--- src/rtl/exp_pkg.sv ---
// exp_pkg: shared types and helpers for the CP0 exception source controller.
//   NSRC_DEFAULT : default number of interrupt sources (matches CP0 ExpSrc width)
//   MAX_SRC      : widest request vector the priority selector accepts
//   exp_state_e  : controller FSM states
//   prio_sel_t   : priority-select result (valid bit plus winning index)
//   prio_select  : picks the highest set index of a request vector
package exp_pkg;

    localparam int unsigned NSRC_DEFAULT = 3;
    localparam int unsigned MAX_SRC      = 32;
    localparam int unsigned IDX_W        = $clog2(MAX_SRC);

    typedef enum logic [1:0] {
        StIdle    = 2'd0,
        StReq     = 2'd1,
        StService = 2'd2
    } exp_state_e;

    typedef struct packed {
        logic             valid;
        logic [IDX_W-1:0] idx;
    } prio_sel_t;

    // Highest index wins: the loop runs upward so later hits overwrite earlier ones.
    function automatic prio_sel_t prio_select(input logic [MAX_SRC-1:0] req);
        prio_sel_t res;
        res = '0;
        for (int i = 0; i < MAX_SRC; i++) begin
            if (req[i]) begin
                res.valid = 1'b1;
                res.idx   = IDX_W'(i);
            end
        end
        return res;
    endfunction

endpackage

--- src/rtl/irq_sync_edge.sv ---
// irq_sync_edge: synchroniser plus rising-edge detector for one interrupt line.
//   clk      : system clock
//   rst      : synchronous active-high reset, clears every flop
//   irq_in   : asynchronous level interrupt line
//   irq_edge : high for one cycle when the synchronised line goes 0 -> 1
module irq_sync_edge #(
    parameter int unsigned SYNC_STAGES = 2
) (
    input  logic clk,
    input  logic rst,
    input  logic irq_in,
    output logic irq_edge
);

    logic [SYNC_STAGES-1:0] sync_q, sync_d;
    logic                   prev_q, prev_d;

    always_comb begin
        sync_d = {sync_q[SYNC_STAGES-2:0], irq_in};
        prev_d = sync_q[SYNC_STAGES-1];
    end

    always_ff @(posedge clk) begin
        if (rst) begin
            sync_q <= '0;
            prev_q <= 1'b0;
        end else begin
            sync_q <= sync_d;
            prev_q <= prev_d;
        end
    end

    // Because prev also resets to 0, a line held high across reset gives one edge.
    assign irq_edge = sync_q[SYNC_STAGES-1] & ~prev_q;

endmodule

--- src/rtl/exp_src_ctrl.sv ---
// exp_src_ctrl: upstream feeder for the CP0 exception unit.
//   clk, rst   : system clock, synchronous active-high reset
//   irq_in     : asynchronous interrupt lines (rising edges count)
//   mask       : 1 = source blocked; pending is kept but not presented
//   exp_ack    : CP0 took the exception (one-cycle pulse)
//   eret       : ERET retired (one-cycle pulse)
//   lost_clr   : clears the sticky lost flags
//   exp_src    : registered one-hot request to CP0, all-zero = none
//   cause_id   : index of the requested / in-service source
//   pending    : latched, not-yet-acknowledged edges
//   in_service : handler running
//   lost       : sticky, an edge arrived while that source was already pending
module exp_src_ctrl
    import exp_pkg::*;
#(
    parameter int unsigned NSRC        = NSRC_DEFAULT,
    parameter int unsigned SYNC_STAGES = 2
) (
    input  logic                    clk,
    input  logic                    rst,
    input  logic [NSRC-1:0]         irq_in,
    input  logic [NSRC-1:0]         mask,
    input  logic                    exp_ack,
    input  logic                    eret,
    input  logic                    lost_clr,
    output logic [NSRC-1:0]         exp_src,
    output logic [$clog2(NSRC)-1:0] cause_id,
    output logic [NSRC-1:0]         pending,
    output logic                    in_service,
    output logic [NSRC-1:0]         lost
);

    localparam int unsigned CW = $clog2(NSRC);

    exp_state_e      state_q, state_d;
    logic [NSRC-1:0] exp_src_q, exp_src_d;
    logic [CW-1:0]   cause_id_q, cause_id_d;
    logic [NSRC-1:0] pending_q, pending_d;
    logic [NSRC-1:0] lost_q, lost_d;

    logic [NSRC-1:0] edges;
    logic [NSRC-1:0] ack_clr;
    logic [NSRC-1:0] lost_set;
    prio_sel_t       sel;
    logic            unused_idx_hi;

    for (genvar g = 0; g < NSRC; g++) begin : g_sync
        irq_sync_edge #(
            .SYNC_STAGES(SYNC_STAGES)
        ) u_sync (
            .clk     (clk),
            .rst     (rst),
            .irq_in  (irq_in[g]),
            .irq_edge(edges[g])
        );
    end

    assign sel           = prio_select(MAX_SRC'(pending_q & ~mask));
    assign unused_idx_hi = ^sel.idx[IDX_W-1:CW];

    always_comb begin
        state_d    = state_q;
        exp_src_d  = exp_src_q;
        cause_id_d = cause_id_q;
        ack_clr    = '0;

        unique case (state_q)
            StIdle: begin
                if (sel.valid) begin
                    exp_src_d                  = '0;
                    exp_src_d[sel.idx[CW-1:0]] = 1'b1;
                    cause_id_d                 = sel.idx[CW-1:0];
                    state_d                    = StReq;
                end
            end
            StReq: begin
                // The source was unmasked on entry, so the first cycle its mask reads
                // high here is the rise; ack takes precedence over withdrawal.
                if (exp_ack) begin
                    ack_clr[cause_id_q] = 1'b1;
                    exp_src_d           = '0;
                    state_d             = StService;
                end else if (mask[cause_id_q]) begin
                    exp_src_d = '0;
                    state_d   = StIdle;
                end
            end
            StService: begin
                if (eret) begin
                    state_d = StIdle;
                end
            end
            default: begin
                state_d   = StIdle;
                exp_src_d = '0;
            end
        endcase

        // A fresh edge beats the ack clear, and is not counted as lost since the
        // old occurrence is being consumed in the same cycle.
        lost_set  = edges & pending_q & ~ack_clr;
        pending_d = (pending_q & ~ack_clr) | edges;
        lost_d    = (lost_clr ? '0 : lost_q) | lost_set;
    end

    always_ff @(posedge clk) begin
        if (rst) begin
            state_q    <= StIdle;
            exp_src_q  <= '0;
            cause_id_q <= '0;
            pending_q  <= '0;
            lost_q     <= '0;
        end else begin
            state_q    <= state_d;
            exp_src_q  <= exp_src_d;
            cause_id_q <= cause_id_d;
            pending_q  <= pending_d;
            lost_q     <= lost_d;
        end
    end

    assign exp_src    = exp_src_q;
    assign cause_id   = cause_id_q;
    assign pending    = pending_q;
    assign lost       = lost_q;
    assign in_service = (state_q == StService);

endmodule

--- config.mk ---
export PLATFORM = sky130hd
export DESIGN_NAME = exp_src_ctrl
export DESIGN_NICKNAME = d
export VERILOG_FILES = /design/src/rtl/exp_pkg.sv /design/src/rtl/irq_sync_edge.sv /design/src/rtl/exp_src_ctrl.sv
export SDC_FILE = /design/constraint.sdc
export NUM_CORES = 1
export LEC_CHECK = 0
export ABC_CLOCK_PERIOD_IN_PS = 2000
export BUFFER_PORTS_ARGS = -buffer_cell sky130_fd_sc_hd__buf_4
export CAP_MARGIN = 20
export CORE_MARGIN = 3
export CORE_UTILIZATION = 31
export DETAILED_ROUTE_END_ITERATION = 10
export HOLD_SLACK_MARGIN = 0.05
export MAX_ROUTING_LAYER = met4
export PLACE_DENSITY = 0.49
export RECOVER_POWER = 50
export SYNTH_ARGS = -nofsm -noshare
export SYNTH_HDL_FRONTEND = slang
export SYNTH_SLANG_ARGS = --single-unit
--- constraint.sdc ---
create_clock -name clk -period 2 [get_ports clk]
set_clock_uncertainty 0.05 [all_clocks]
set_input_delay 0.2 -clock clk [delete_from_list [all_inputs] [get_ports clk]]
set_output_delay 0.2 -clock clk [all_outputs]
set_load 0.01 [all_outputs]
Yosys cells after proc, flatten, opt, wreduce, memory -nomap -nowiden
Cells that the tools add are included.
{"block": "op_classes", "n_addsub": 0, "n_mul": 0, "div": 0, "n_lt_le_gt_ge": 4, "n_eq_ne": 5, "shifts": 0, "muxes": 50, "n_bitwise": 15, "reduce_logical": 6}
{"cell": "$mux W6", "n": 32}
{"cell": "$and A3 B32 Y32", "n": 1}
{"cell": "$not A3 Y32", "n": 1}
{"cell": "$mux W3", "n": 6}
{"cell": "$and A3 B3 Y3", "n": 3}
{"cell": "$pmux W3 S3", "n": 1}
{"cell": "$mux W2", "n": 4}
{"cell": "$lt A2 B3 Y1 const B", "n": 2}
{"cell": "$or A3 B3 Y3", "n": 2}
{"cell": "$pmux W2 S3", "n": 1}
{"cell": "$reduce_and A3 Y1", "n": 2}
{"cell": "$demux W1 S2", "n": 2}
{"cell": "$ge A2 B1 Y1 const B", "n": 2}
{"cell": "$ne A2 B2 Y1 const B", "n": 2}
{"cell": "$not A1 Y1", "n": 4}
{"cell": "$and A1 B1 Y1", "n": 3}
{"cell": "$mux W1", "n": 3}
{"cell": "$ne A3 B3 Y1 const B", "n": 1}
{"cell": "$not A3 Y3", "n": 1}
{"cell": "$bmux W1 S2", "n": 1}
{"cell": "$eq A2 B1 Y1 const B", "n": 1}
{"cell": "$eq A2 B2 Y1 const B", "n": 1}
{"cell": "$logic_and A1 B1 Y1", "n": 2}
{"cell": "$logic_not A2 Y1", "n": 1}
{"cell": "$reduce_and A2 Y1", "n": 1}
{"block": "totals", "ff_bits": 22, "latchBits": 0, "ramBits": 0, "romBits": 0, "input_bits": 11, "output_inout_bits": 12, "word_cells": 91, "memories": 0}

Longest topological paths before layout
Gate-level depths: netlist (run 1).
{"block": "depth", "depth_word": 40, "depth_mapped": 5, "mapped_depth_nobuf": 4}

Modules after synthesis
From an unflattened synthesis (run 1), not the netlist that was laid out.
{"block": "unflattened", "hier_cells": 84, "area_unflattened_um2": 850.8}
{"mod": "exp_src_ctrl", "instances": 1, "cells_per_inst": 63, "area_per_inst_um2": 588.1, "seq_area_each_um2": 260.2}
{"mod": "irq_sync_edge", "instances": 3, "cells_per_inst": 7, "area_per_inst_um2": 87.6, "seq_area_each_um2": 60.1}

Worst setup path after synthesis (run 1)
Ideal clock, no wire load.
{"block": "synth_path", "kind": "reg2reg", "startpoint": "register cause_id_q[0] (netlist: cause_id[0])", "endpoint": "register exp_src_q[2] (netlist: exp_src[2])", "setup_ps": 117, "arrival_ps": 1095, "setup_slack_ps": 738, "stages_incl_launch_ff": 5, "n_path_buf": 0, "path_cell_list": "dfxtp_1 > nand2b_2 > o221ai_2 > o32ai_2 > a22o_1"}
{"block": "synth_via", "elab_chain_len": 4}
{"item": "start: declaration", "line_no": "exp_src_ctrl.sv:37", "text": "logic [CW-1:0] cause_id_q, cause_id_d;"}
{"item": "start signal: assignment", "line_no": "exp_src_ctrl.sv:116", "text": "cause_id_q <= cause_id_d;"}
{"item": "$bmux W1 S2", "line_no": "exp_src_ctrl.sv:83", "text": "end else if (mask[cause_id_q]) begin"}
{"item": "$mux W1 (not written as such)", "line_no": "exp_src_ctrl.sv:83"}
{"item": "$ne A3 B3 Y1 (no source line)"}
{"item": "$reduce_and A3 Y1 (no source line)"}
{"item": "end signal: assignment", "line_no": "exp_src_ctrl.sv:115", "text": "exp_src_q <= exp_src_d;"}
{"item": "end: declaration", "line_no": "exp_src_ctrl.sv:36", "text": "logic [NSRC-1:0] exp_src_q, exp_src_d;"}
No other way between the ends. The select of a mux whose other input is x is not followed.
A chain may end at the register's enable or synchronous reset.

Worst setup path after layout (run 1)
{"block": "layout_path", "startpoint": "register cause_id_q[0] (netlist: cause_id[0])", "endpoint": "register exp_src_q[1] (netlist: exp_src[1])"}
The elaborated chain is that of the path after synthesis.

==> summary.md, run 1 <==
| Metric | Value |
|---|---|
| First drt pass iteration count | `4` |
| Max-Cap Viols | `0` |
| Unrepaired setup endpoints after global routing | `false` |
| Number of global-route vias before repair | `654` |
| Drt drc | `0` |
| Rel. slew slack | `0.3863` |
| Worst slew pin tran | `0.9205 ns` |
| Post-DR wirelength/cell | `12.20 um` |
| DIE HEIGHT | `57.89 um` |
| Hold path depth | `2` |
| # IOs | `23` |
| I/O Buffers | `22` |
| Ranking of synthesized cells by area | `dfxtp_1, nor2b_1, o31ai_1` |
| Cell area after placement | `1022 um2` |
| Critical Path Start Type | `flip-flop` |
| Total CTS buffers | `3` |
| All-Layer GR Usage | `0.1162` |
| Die footprint | `3351 um2` |
| Peak Freq | `731.3 MHz` |
| Diode count | `0` |
| Detailed Route WL | `roughly 1.7 mm` |
| Clk slew on worst S/H paths | `about 0.11 ns` |
| R2R cell count | `4` |
| Fin crit share | `0.6838` |
| Root buffer cell | `clkbuf_4` |
| Post-synth EDFFs | `0` |
| Core Util, Final | `0.4087` |
| Final ANT Viol Nets | `0` |
| Synth Area in XOR/XNOR | `0` |
| Commonest cells post-synth | `dfxtp_1, nor2b_1, nand2b_1` |
| TritonCTS clock tree | `yes` |
| HPWL after DPL | `between 1 and 1.5 mm` |
| Largest net degree at the start of global routing | `24` |
| Endpoint type of the worst setup path | `flip-flop` |
| Pins Over Slew Limit | `0` |
| Detailed Route Iter0 Violations | `7` |
| Initial antenna violation count | `0` |
| Avg Cell Area, Syn | `around 10 um2` |
| First-pass GRT wire length | `around 2.9 mm` |
| GR Overflow Total | `0` |
| Yosys cell types | `26` |
| Hold wc startpoint | `irq_in[0]` |
| Clk Latency, worst-skew pair | `0.30 ns` |
| WP data required | `2.20 ns` |
| Peak VDD IR | `0.0006336 V` |
| Synth Net Count | `94` |
| Adder-cell share of the synthesized area | `0` |
| Asr flop ratio synth | `0` |
| Vias | `665` |
| Cell taking the most area after synthesis | `dfxtp_1` |
| Deepest clock path buffer count | `2` |
| Post-layout net count | `120` |
| Min-Delay Path Class | `in -> reg` |
| Seq cells post-synth | `22` |
| Kind of critical path | `reg -> reg` |
| Leakage | `0.3822 nW` |
| Tmin final | `1.368 ns` |
| Clk sinks | `22` |
| RePlAce Congestion | `0.8797` |
| Cells after synthesis | `83` |
| R2r startpoint | `cause_id[0]$_SDFFE_PP0P_` |
| Post-synth top flop | `dfxtp_1` |
| Crit-path max FO | `6` |
| Largest family of logic cells by synthesized area | `simple AND/OR/NAND/NOR gates` |
| Worst reg2reg endpoint | `exp_src[1]$_SDFFE_PP0P_` |
| H-tree depth | `1` |
| Setup violations, final | `0` |
| Most frequent cell after synthesis | `dfxtp_1` |
| Share of the synthesized area in the top cell type | `0.5277` |
| Pwr dens | `716.7 nW/um2` |
| Status | `complete, no violations` |
| Rows | `18` |
| Initial Utilization | `0.3309` |
| FF-to-FF setup slack | `0.63 ns` |
| Post-layout instance area | `1031 um2` |
| Tot Pwr | `0.7389 mW` |
| Via-to-Cell Ratio | `4.854` |
| Share of layout cells above drive strength 1 | `0.2056` |
| Arrival @ worst endpoint | `1.57 ns` |
| Final setup TNS | `0 ns` |
| Synth Cell Area | `between 800 and 900 um2` |
| Post-Synth Simple-Gate Area | `0.2399` |
| Mux share of post-synthesis cell area | `0.01199` |
| Compound-cell area share of the yosys netlist | `0.1889` |
| Synthesis-to-finish area growth | `23.54%` |
| Core area | `2522 um2` |
| Hold Crit Endpoint | `g_sync[0].u_sync.sync_q[0]$_SDFF_PP0_` |
| Die width | `~58 um` |
| Ys Warns | `0` |
| Post-synthesis sequential area ratio | `0.5277` |
| Hold Vio Cnt, Final | `0` |
-- cells in the final DEF (no fill, tap or decap) --
cell           count
clkbuf_4           3
dlygate4sd3_1      2
o32ai_2            1
or2_2              1
o31ai_1            6
o22ai_1            1
o21a_1             1
o2bb2ai_1          1
or3b_2             2
o21ai_1            1
nor2_1             3
a21oi_1            6
nand2b_2           1
inv_1              3
nor2b_1           13
nand3b_1           1
nand2_1            2
nor3_1             1
buf_4             13
a31oi_1            1
nand3_1            1
o221ai_2           1
clkbuf_1           9
and3_1             1
dfxtp_1           22
a22o_1             2
mux2i_1            1
nand2b_1           7
-- through the flow --
step / instances / setup WS [ns] / hold slack (ns)
3_5_place_dp: 132 / 0.6559 / 0.3676
5_1_grt: 137 / 0.4850 / 0.05756
6_report: 137 / 0.6325 / 0.07171
3_3_place_gp: 132 / 0.5901 / 0.3647
2_1_floorplan: 83 / 0.7380 / 0.2782
4_1_cts: 137 / 0.6214 / 0.06318
-- registers in the layout (all words and copies together), names as in the netlist --
register	count
g_sync.u_sync.sync_q	6
lost	3
pending	3
exp_src	3
state_q	2
g_sync.u_sync.prev_q	3
cause_id	2
-- worst max path at each step --
stage / from / endpoint / slack [ns] / cells after the start
floorplan: cause_id[0]$_SDFFE_PP0P_ / exp_src[2]$_SDFFE_PP0P_ / 0.74 / 4
global placement: cause_id[0]$_SDFFE_PP0P_ / exp_src[2]$_SDFFE_PP0P_ / 0.59 / 4
detailed placement: cause_id[0]$_SDFFE_PP0P_ / exp_src[1]$_SDFFE_PP0P_ / 0.66 / 4
CTS: cause_id[0]$_SDFFE_PP0P_ / exp_src[1]$_SDFFE_PP0P_ / 0.62 / 4
global route: state_q[0]$_SDFFE_PP0P_ / lost[2]$_SDFF_PP0_ / 0.49 / 4
finish: cause_id[0]$_SDFFE_PP0P_ / exp_src[1]$_SDFFE_PP0P_ / 0.63 / 4
-- routing by layer --
metal,track usage,part of all wire,vias up,wire (um)
met4,0.02980,0.013,0,22
met5,-,0,-,0
met3,0.05345,0.089,2,149
met1,0.1360,0.46,306,764
li1,-,-,338,-
met2,0.1806,0.44,19,736
-- final cells by class --
| class | instances | area (um2) |
|---|---|---|
| fill | 261 | 1491 |
| clock buffer | 3 | 22.52 |
| inverter | 3 | 11.26 |
| tap | 30 | 37.54 |
| sequential | 22 | 440.4 |
| timing repair buffer | 24 | 151.4 |
| multi-input combinational | 55 | 367.9 |
-- where the power goes --
part	total (mW)	leakage, nW	switching, mW	internal [mW]
clock network	0.188	0.0138	0.118	0.0702
logic	0.0827	0.189	0.0396	0.0431
registers	0.468	0.180	0.0131	0.455
-- critical path, cell delays in order (launching register included) --
cell,delay [ns]
dfxtp_1,0.46
mux2i_1,0.26
o221ai_2,0.14
o32ai_2,0.21
a22o_1,0.19
-- logic make-up (layout without fill, tap and decap cells) --
| kind of cell | after synthesis | count (layout) |
|---|---|---|
| AO/OA/AOI/OAI | 21 | 21 |
| buffers and inverters | 6 | 30 |
| flip-flops | 22 | 22 |
| multiplexers | 1 | 1 |
| AND/OR/NAND/NOR | 33 | 33 |
-- repair_timing --
action,4_1_cts,5_1_grt
hold buffers,2,0
hold endpoints to repair,2,0
resized for setup,0,0
buffers inserted,0,0
Power figures use the tool's default switching activity.
==> inputs of run 2 (changes only) <==
- ABC_CLOCK_PERIOD_IN_PS: 2000 -> 1400
- clock period: 2 -> 1.4 ns (I/O delays scaled with it)
==> run 2 against run 1 <==
Effect of this change: count of clock-buffer cells in the layout unchanged; non-clock buffer count rose by 5; global-route usage up 0.17 points; worst hold slack lost 0.0044 ns; clock power rose to 2.5 times the previous value; critical path type unchanged; largest cell class unchanged.
==> summary.md, run 2 (synthesis results as in run 1) <==
| Metric | Value |
|---|---|
| Diode count | `0 (unchanged)` |
| Slowest Stage Delay on Critical Path | `0.37 ns (-0.09 ns)` |
| TritonCTS clock tree | `yes` |
| Detailed Route Iter0 Violations | `10 (+3)` |
| Peak VDD IR | `0.0008213 V (+30%)` |
| Initial Utilization | `0.3309 (unchanged)` |
| GR Overflow Total | `0 (unchanged)` |
| Detailed Route WL | `1.782 mm (+6.6%)` |
| Inst Count DP | `135 (+2.3%)` |
| Max-Cap Viols | `0 (unchanged)` |
| Tmin final | `1.288 ns (-0.07914 ns)` |
| Number of global-route vias before repair | `649 (-0.76%)` |
| DIE HEIGHT | `57.89 um (unchanged)` |
| Die footprint | `3351 um2 (unchanged)` |
| Kind of critical path | `reg -> reg` |
| Initial antenna violation count | `0 (unchanged)` |
| Peak Freq | `776.2 MHz (+6.1%)` |
| Rows | `18 (unchanged)` |
| All-Layer GR Usage | `0.1180 (+0.001737)` |
| Crit-path cells | `nand2b_2 -> o221ai_2 -> o32ai_2 -> a22o_1` |
| Endpoint type of the worst setup path | `flip-flop` |
| Vias | `671 (+0.90%)` |
| Biggest register | `g_sync.u_sync.sync_q` |
| Deepest clock path buffer count | `2 (unchanged)` |
| Largest register FFs | `6 (unchanged)` |
| Post-layout net count | `125 (+4.2%)` |
| Via-to-Cell Ratio | `4.692 (-3.3%)` |
| Root buffer cell | `clkbuf_4` |
| Setup violations, final | `0 (unchanged)` |
| H-tree depth | `1 (unchanged)` |
| Drt drc | `0 (unchanged)` |
| RePlAce Congestion | `0.8592 (-2.3%)` |
| Arrival @ worst endpoint | `1.45 ns (-0.12 ns)` |
| Fin crit share | `0.9203 (+0.2365)` |
| I/O Buffers | `22 (unchanged)` |
| WP data required | `1.56 ns (-0.64 ns)` |
| Pwr dens | `1147 nW/um2 (+60%)` |
| Clk slew on worst S/H paths | `0.12 ns (about the same)` |
| HPWL after DPL | `1.322 mm (+6.3%)` |
| Worst slew pin tran | `0.3096 ns (-0.6109 ns)` |
| Non-filler cells, final | `143 (+4.4%)` |
| Die width | `57.89 um (unchanged)` |
| Cell area after placement | `1045 um2 (+2.2%)` |
| Hold slack | `0.06732 ns (-0.004395 ns)` |
| Slowest stage cell, crit path | `dfxtp_2` |
| Pins Over Slew Limit | `0 (unchanged)` |
| Post-layout instance area | `1115 um2 (+8.1%)` |
| Post-DR wirelength/cell | `12.46 um (+2.1%)` |
| Most common cell after layout, fill and taps aside | `dfxtp_1` |
| # IOs | `23 (unchanged)` |
| First-pass GRT wire length | `2.911 mm (-0.48%)` |
| Clk sinks | `22 (unchanged)` |
| Unrepaired setup endpoints after global routing | `false` |
| Synthesis-to-finish area growth | `33.58%` |
| Clk Latency, worst-skew pair | `0.31 ns (about the same)` |
| Total CTS buffers | `3 (unchanged)` |
| First drt pass iteration count | `2 (-2)` |
| Min-Delay Path Class | `in -> reg` |
| Crit-path max FO | `6 (unchanged)` |
| Core Util, Final | `0.4420 (+0.03323)` |
| Filler cell count | `265 (+1.5%)` |
| Reg area | `441.7 um2 (+0.28%)` |
| Core area | `2522 um2 (unchanged)` |
| Hold Vio Cnt, Final | `0 (unchanged)` |
| Largest net degree at the start of global routing | `24 (unchanged)` |
| Rel. slew slack | `0.7918 (+0.4055)` |
| Most frequent cells in the layout | `dfxtp_1, buf_4, nor2b_1, nand2b_1, clkbuf_1` |
| Leakage | `0.4285 nW (+12%)` |
| Postcts setup bufs | `0 (unchanged)` |
| Multi-input logic area | `370.4 um2 (+0.68%)` |
| Final setup TNS | `0 ns (unchanged)` |
| Share of layout cells above drive strength 1 | `0.2655 (+0.05988)` |
| Final ANT Viol Nets | `0 (unchanged)` |
| Critical Path Start Type | `flip-flop` |
| Status | `complete, no violations` |
-- run 2: changes by cell type in the layout (fill, tap and decap cells not counted), sizes merged --
cell and change:
dlygate4sd3 +2, clkbuf +1, buf +2, bufinv +1
-- run 2: final timing paths --
check                                          endpoint                             startpoint  slack, ns  depth (start not counted)
setup / recovery                exp_src[1]$_SDFFE_PP0P_               cause_id[0]$_SDFFE_PP0P_       0.11                          4
hold / removal                       lost[0]$_SDFF_PP0_                               lost_clr       0.07                          3
setup reg to reg                exp_src[1]$_SDFFE_PP0P_               cause_id[0]$_SDFFE_PP0P_       0.11                          4
hold reg to reg   g_sync[1].u_sync.sync_q[1]$_SDFF_PP0_  g_sync[1].u_sync.sync_q[0]$_SDFF_PP0_       0.40                          1
-- run 2: metal layers --
layer / global-route usage / up-vias / share of wire
met2: 0.1855 / 17 / 0.45
met1: 0.1354 / 303 / 0.46
met5: - / - / 0
met4: 0.03974 / 0 / 0.015
met3: 0.04900 / 2 / 0.067
li1: - / 349 / -
-- run 2: repair_timing --
| item | in CTS | in global routing |
|---|---|---|
| resized for setup | 0 | 2 |
| hold endpoints to repair | 4 | 0 |
| hold buffers | 4 | 0 |
| endpoints found under the setup margin | 0 | 4 |
-- run 2: power by group --
part | switching (mW) | internal (mW) | total [mW] | leakage, nW
registers | 0.0133 | 0.650 | 0.663 | 0.180
logic | 0.0636 | 0.0719 | 0.136 | 0.221
clock network | 0.190 | 0.289 | 0.479 | 0.0279
-- run 2: worst max-delay path: cells and delay by family (launching register included) --
kind | cells | cell delay [ns]
AOI/OAI and AO/OA | 3 | 0.57
and+or+nand+nor | 1 | 0.20
DFF | 1 | 0.37
-- run 2: metrics by stage --
| step | worst slack [ns] | power, mW |
|---|---|---|
| floorplan | 0.1380 | 0.7495 |
| global placement | 0.1334 | 0.8108 |
| detailed placement | 0.08339 | 0.8110 |
| CTS | 0.05459 | 1.301 |
| global route | 0.02275 | 1.341 |
| finish | 0.1116 | 1.278 |
-- run 2: cell type report --
cell class                      instances  area share
Clock buffer                            3     0.02020
Timing Repair Buffer                   29      0.1807
Multi-Input combinational cell         55      0.3322
Sequential cell                        22      0.3962
Clock inverter                          1     0.02694
Tap cell                               30     0.03367
Inverter                                3     0.01010
